`src/rtl/wptr_ctrl.sv`:
```
// Write-side pointer/status controller for the async FIFO: binary/Gray write
// pointers, read-pointer synchronizer, full/almost-full/level and overflow tracking.
module wptr_ctrl #(
   parameter int PTR_WIDTH     = 3,
   parameter int AFULL_LEVEL   = 6,
   parameter int OVF_CNT_WIDTH = 8
) (
   input  logic                     i_Wclk,
   input  logic                     i_Wrst,
   input  logic                     i_W_en,
   input  logic [PTR_WIDTH:0]       i_g_rptr,
   input  logic                     i_ovf_clr,
   output logic [PTR_WIDTH:0]       o_b_wptr,
   output logic [PTR_WIDTH:0]       o_g_wptr,
   output logic                     o_wr_accept,
   output logic                     o_full,
   output logic                     o_afull,
   output logic [PTR_WIDTH:0]       o_level,
   output logic                     o_overflow,
   output logic [OVF_CNT_WIDTH-1:0] o_ovf_cnt
);

   localparam int unsigned PW = PTR_WIDTH + 1;

   typedef logic [PTR_WIDTH:0]       ptr_t;
   typedef logic [OVF_CNT_WIDTH-1:0] cnt_t;

   ptr_t sync1_q, sync1_d;
   ptr_t sync2_q, sync2_d;
   ptr_t b_wptr_q, b_wptr_d;
   ptr_t g_wptr_q, g_wptr_d;
   logic full_q, full_d;
   logic afull_q, afull_d;
   ptr_t level_q, level_d;
   logic overflow_q, overflow_d;
   cnt_t ovf_cnt_q, ovf_cnt_d;

   logic wr_accept;
   logic ovf_event;
   ptr_t b_rptr_sync;
   ptr_t full_match;

   always_comb begin
      wr_accept = i_W_en & ~full_q;
      ovf_event = i_W_en & full_q;

      sync1_d = i_g_rptr;
      sync2_d = sync1_q;

      b_wptr_d = b_wptr_q + ptr_t'(wr_accept);
      g_wptr_d = (b_wptr_d >> 1) ^ b_wptr_d;

      // Full when the write pointer is one lap ahead: top two Gray bits inverted
      full_match = {~sync2_q[PTR_WIDTH:PTR_WIDTH-1], sync2_q[PTR_WIDTH-2:0]};
      full_d     = (g_wptr_d == full_match);

      b_rptr_sync = '0;
      for (int unsigned k = 0; k < PW; k++) begin
         b_rptr_sync[k] = ^(sync2_q >> k);
      end

      level_d = b_wptr_d - b_rptr_sync;
      afull_d = (level_d >= ptr_t'(AFULL_LEVEL));

      overflow_d = overflow_q;
      ovf_cnt_d  = ovf_cnt_q;
      // A dropped write in the clearing cycle restarts the count at one
      if (ovf_event) begin
         overflow_d = 1'b1;
         if (i_ovf_clr) begin
            ovf_cnt_d = cnt_t'(1);
         end else if (ovf_cnt_q != '1) begin
            ovf_cnt_d = ovf_cnt_q + cnt_t'(1);
         end
      end else if (i_ovf_clr) begin
         overflow_d = 1'b0;
         ovf_cnt_d  = '0;
      end
   end

   always_ff @(posedge i_Wclk or posedge i_Wrst) begin
      if (i_Wrst) begin
         sync1_q    <= '0;
         sync2_q    <= '0;
         b_wptr_q   <= '0;
         g_wptr_q   <= '0;
         full_q     <= 1'b0;
         afull_q    <= 1'b0;
         level_q    <= '0;
         overflow_q <= 1'b0;
         ovf_cnt_q  <= '0;
      end else begin
         sync1_q    <= sync1_d;
         sync2_q    <= sync2_d;
         b_wptr_q   <= b_wptr_d;
         g_wptr_q   <= g_wptr_d;
         full_q     <= full_d;
         afull_q    <= afull_d;
         level_q    <= level_d;
         overflow_q <= overflow_d;
         ovf_cnt_q  <= ovf_cnt_d;
      end
   end

   assign o_b_wptr    = b_wptr_q;
   assign o_g_wptr    = g_wptr_q;
   assign o_wr_accept = wr_accept;
   assign o_full      = full_q;
   assign o_afull     = afull_q;
   assign o_level     = level_q;
   assign o_overflow  = overflow_q;
   assign o_ovf_cnt   = ovf_cnt_q;

endmodule

```
`config.mk`:
```
export PLATFORM = sky130hd
export DESIGN_NAME = wptr_ctrl
export DESIGN_NICKNAME = d
export VERILOG_FILES = /design/src/rtl/wptr_ctrl.sv
export SDC_FILE = /design/constraint.sdc
export NUM_CORES = 1
export LEC_CHECK = 0
export ABC_AREA = 1
export CAP_MARGIN = 20
export CORE_ASPECT_RATIO = 0.7
export CORE_MARGIN = 3
export CORE_UTILIZATION = 30
export DETAILED_ROUTE_END_ITERATION = 7
export PLACE_DENSITY_LB_ADDON = 0.25
export SKIP_CTS_REPAIR_TIMING = 1
export SYNTH_ARGS = -nofsm -noshare
export SYNTH_HDL_FRONTEND = slang
export SYNTH_SLANG_ARGS = --single-unit
```
`constraint.sdc`:
```
create_clock -name i_Wclk -period 1.95 [get_ports i_Wclk]
set_input_delay 0.39 -clock i_Wclk [delete_from_list [all_inputs] [get_ports i_Wclk]]
set_output_delay 0.39 -clock i_Wclk [all_outputs]
set_load 0.02 [all_outputs]
```
Yosys cells after proc, flatten, opt, wreduce, memory -nomap -nowiden
Cells that the tools add are included.

storage, ports and cells
  bits in registers = 31
  bits of input ports = 8
  output and inout bits = 24
  word-level logic and storage cells = 33

operators by class
  $add $sub $neg = 3
  $lt $le $gt $ge = 1
  equality and inequality tests = 2
  mux-type cells = 6
  bitwise gates (word level) = 5
  reduce and logical (&&, ||, !) cells = 7

operator list
  kind                                                               count
  two-way mux 8 bit                                                  4
  XOR reduction 4 bit                                                4
  adder 8 x 1 -> 8 bit, second input constant                        1
  != test 8 bit, second input constant                               1
  adder 4 x 1 -> 4 bit                                               1
  equality test 4 bit                                                1
  greater-or-equal comparator 4 x 3 -> 1 bit, second input constant  1
  nonzero test 2 bit                                                 2
  subtractor 4 bit                                                   1
  bitwise XOR 3 x 4 -> 4 bit                                         1
  bitwise AND 1 bit                                                  2
  two-way mux 1 bit                                                  2
  NOT 2 bit                                                          1
  AND reduction 2 bit                                                1
  NOT 1 bit                                                          1

Longest topological paths before layout
  depth in word-level cells = 5
  mapped depth = 14
  depth with buffers taken out = 14

Worst setup path after synthesis
No wires, ideal clock.

  path type = register to register
  from = reg full_q, in the netlist o_full
  to = reg afull_q, in the netlist o_afull
  library setup time = 125 ps
  arrival = 2,158 ps
  required time = 1,825 ps
  setup slack = -334 ps
  stages on the path, launching flop included = 13
  path buffers = 0
  cells stage by stage = dfrtp_1 > nor2_1 > ha_1 > ha_1 > inv_1 > nand2_1 > nand2_1 > ha_1 > inv_1 > nor2_1 > nand3_2 > nand3_1 > nand3_1

between the ends
  cells in the longest elaborated chain, start to end = 5

RTL lines
  element                                     line  RTL
  start: declaration                          32    logic full_q, full_d;
  start signal: assignment                    97    full_q <= full_d;
  NOT 1 bit                                   44    wr_accept = i_W_en & ~full_q;
  bitwise AND 1 bit                           44
  via o_wr_accept                             15    output logic o_wr_accept,
  adder 4 x 1 -> 4 bit                        50    b_wptr_d = b_wptr_q + ptr_t'(wr_accept);
  via b_wptr_d[2]                             30    ptr_t b_wptr_q, b_wptr_d;
  subtractor 4 bit                            62    level_d = b_wptr_d - b_rptr_sync;
  greater-or-equal comparator 4 x 3 -> 1 bit  63    afull_d = (level_d >= ptr_t'(AFULL_LEVEL));
  via afull_d                                 33    logic afull_q, afull_d;
  end signal: assignment                      98    afull_q <= afull_d;
  end: declaration                            33

The timed path passes the listed nets, and every way through them passes these cells.
A chain may end at the register's enable or synchronous reset.

Worst setup path in the final report
  from = reg full_q, in the netlist o_full
  to = reg afull_q, in the netlist o_afull

between the ends
  cells in the longest elaborated chain, start to end = 5

RTL lines
  element                                     line
  NOT 1 bit                                   44
  bitwise AND 1 bit                           44
  adder 4 x 1 -> 4 bit                        50
  via b_wptr_d[2]                             30
  subtractor 4 bit                            62
  greater-or-equal comparator 4 x 3 -> 1 bit  63
  via afull_d                                 33

The timed path passes the listed nets, and every way through them passes these cells.

==> flow_summary.json <==
{
  "status": "complete, no violations",
  "grt_pass1_wl_um": 5020,
  "fin_crit_sh_pct": 94.4,
  "cp_slowest_cell": "dfrtp_2",
  "crit_path_max_fanout": 3,
  "vias": 1133,
  "cp_slowest_stage_delay_ns": 0.43,
  "path_class": "reg -> reg",
  "drt_iter0_drc": 40,
  "cts_buffers": 5,
  "path_common_cell": "ha_4",
  "via_per_inst": 4.18,
  "netlist_area_um2": 1440,
  "grt_overflow": 0,
  "grt_pass1_vias": 1066,
  "synth_mux_area_share_pct": 0,
  "holdPathStages": 0,
  "clkLatencyLatePin_ns": 0.27,
  "rsz0062_at_grt": "true",
  "rr_startpoint": "o_full",
  "required_ns": 2.11,
  "drt_first_pass_iters": 4,
  "cts.clk_slew.worst_paths_ns": 0.06,
  "io_pins": 32,
  "finalHoldViolations": 0,
  "fin_hold_ws_ns": 0.348,
  "synth-simple-area-share_pct": 26.1,
  "power.internal_w": 0.00185,
  "tightest_slew_ns": 0.367,
  "coreArea_um2": 4480,
  "period_minus_slack_ns": 1.84,
  "detail-route-antenna-nets": 0,
  "synthesis.nets": 178,
  "p_per_area_nw_per_um2": 1420,
  "start_util_pct": 32.1,
  "grt_max_degree": 31,
  "seq_area_um2": 752,
  "cts_root_buffer": "clkbuf_8",
  "worst-r2r-setup-slack_ns": 0.11,
  "drc": 0,
  "clock.fmax_mhz": 543,
  "startpoint": "o_full",
  "layout-drive-gt1-share_pct": 19.9,
  "cp.arrival_ns": 2.00,
  "p_sw_share_pct": 37.1,
  "cts_buffer_depth": 2,
  "place_congestion": 0.820,
  "worst_setup_path_end_kind": "register",
  "relSlewSlack_pct": 75.5,
  "h-tree-depth": 2,
  "rr_worst_depth": 12,
  "synth_xor_area_share_pct": 4.79,
  "fill_cells": 430,
  "synth_top_family_by_area": "simple AND/OR/NAND/NOR gates",
  "path_delay_family": "simple AND/OR/NAND/NOR gates",
  "skew_ns": 0.00402,
  "die_area_um2": 5670,
  "path_cells": "nor2_4, ha_4, ha_4, inv_1, nand2_1, nand2_2, ha_4, inv_1, nor2_2, nand3_2, nand3_1, nand3_1",
  "p_clk_share_pct": 17.1,
  "dpl_worst_slack_ns": -0.433,
  "cp.depth": 12,
  "syn_to_final_growth_pct": 44.5,
  "ys_warn_count": 0,
  "synth-compound-area-share_pct": 2.96,
  "worstHoldStart": "sync1_q[0]",
  "hp-class": "reg -> reg",
  "fp-row-count": 20,
  "synth_adder_area_share_pct": 5.23,
  "p_switching_w": 0.00109,
  "syn_avg_cell_area_um2": 8.76,
  "comb_power_share_pct": 53.3,
  "synthDistinctLibCells": 22,
  "post_drt_wl_per_cell_um": 10.7,
  "wl_um": 2890,
  "fin_ws_ns": 0.110,
  "netlist_instances": 164,
  "die_x_um": 88.7,
  "setup_viol": 0,
  "p_seq_share_pct": 29.7,
  "synth-seq-cells": 30,
  "p_leak_nw": 1.05,
  "report.final.slew_viol_count": 0,
  "multi_input_area_um2": 627,
  "ys_seq_area_share_pct": 52.3,
  "diodes": 0,
  "maxCapViolations": 0,
  "hpwl_um": 2240,
  "cts_tree": "done",
  "vdd_ir_drop_max_mv": 0.443,
  "antenna_found_initial": 0,
  "cts_sinks": 30,
  "crit_path_start_kind": "register",
  "die_y_um": 63.9,
  "track_usage_pct": 11.2,
  "port_buffers": 31,
  "worst-path-buf-inv": 2,
  "fin_nets": 229
}
==> sequential cells by signal, summed over array words and instances (netlist names) <==
signal / flops
o_afull: 1
o_b_wptr: 4
o_full: 1
o_g_wptr: 3
o_level: 4
o_overflow: 1
o_ovf_cnt: 8
sync1_q: 4
sync2_q: 4
==> cells in the final DEF (no fill, tap or decap), drive strengths merged <==
cell,count
nand2,48
inv,31
dfrtp,30
clkdlybuf4s50,29
nand3,21
buf,14
xor2,7
clkbuf,7
nor2,7
o21ai,6
ha,6
nand4,3
dlymetal6s2s,2
and2,1
o211ai,1
a21oi,1
nor3b,1
clkinv,1
==> stage by stage <==
stage / area (um2) / cells / setup TNS [ns] / utilization [%] / power [W]
3_3_place_gp: 1950 / 262 / -2.05 / 43.6 / 0.00244
5_1_grt: 2080 / 271 / -0.0418 / 46.3 / 0.00319
6_report: 2080 / 271 / 0 / 46.3 / 0.00295
3_5_place_dp: 1950 / 262 / -2.44 / 43.6 / 0.00245
2_1_floorplan: 1490 / 164 / 0 / - / 0.00177
4_1_cts: 2050 / 270 / -0.654 / 45.7 / 0.00297
==> cell families (layout without fill, tap and decap cells) <==
kind of cell | count (synthesis) | after routing
AO/OA/AOI/OAI | 8 | 8
flip-flops | 30 | 30
buffers and inverters | 32 | 84
XOR/XNOR | 7 | 7
adder cells (fa/ha/maj) | 6 | 6
AND/OR/NAND/NOR | 81 | 81
==> Yosys cell counts (all sizes together) <==
cell type	count	share of area, %
a21oi	1	0.35
and2	1	0.44
buf	1	0.52
dfrtp	30	52
ha	6	5.2
inv	31	8.1
nand2	48	13
nand3	21	8.0
nand4	3	1.7
nor2	7	2.0
nor3b	1	0.52
o211ai	1	0.52
o21ai	6	2.1
xor2	7	4.8
==> cell type report <==
cell class              instances  area share [%]
clock buffers                   7            4.16
clock inverters                 1           0.241
inverters                      31            5.61
multi-input cells             102            30.2
flip-flops and latches         30            36.2
well taps                      55            3.32
repair buffers                 45            20.3
==> worst reg2reg max path, cell delays in order, from the launching register on <==
cell	delay, ns
dfrtp_2	0.43
nor2_4	0.14
ha_4	0.15
ha_4	0.12
inv_1	0.03
nand2_1	0.08
nand2_2	0.08
ha_4	0.27
inv_1	0.06
nor2_2	0.09
nand3_2	0.09
nand3_1	0.10
nand3_1	0.07
==> power by group through the flow <==
| stage | sequential [W] | clock [W] | combinational (W) |
|---|---|---|---|
| after floorplan | 0.00105 | 0 | 0.000721 |
| after global placement | 0.000886 | 0 | 0.00156 |
| after detailed placement | 0.000888 | 0 | 0.00156 |
| after CTS | 0.000879 | 0.000524 | 0.00157 |
| after global routing | 0.000894 | 0.000548 | 0.00175 |
| final | 0.000874 | 0.000502 | 0.00157 |
==> metal layers <==
layer,GRT usage (%),up-vias,share of wire (%)
li1,-,608,-
met1,17.9,499,56
met2,14.0,24,38
met3,3.61,2,4.7
met4,3.40,0,0.55
met5,0,-,0
==> worst paths after layout <==
check	to
worst max-delay path	o_afull
worst min-delay path	sync2_q[0]
worst max register to register	o_afull
worst min register to register	sync2_q[0]
max in group asynchronous	o_full
min in group asynchronous	sync1_q[0]
Power figures use the tool's default switching activity.
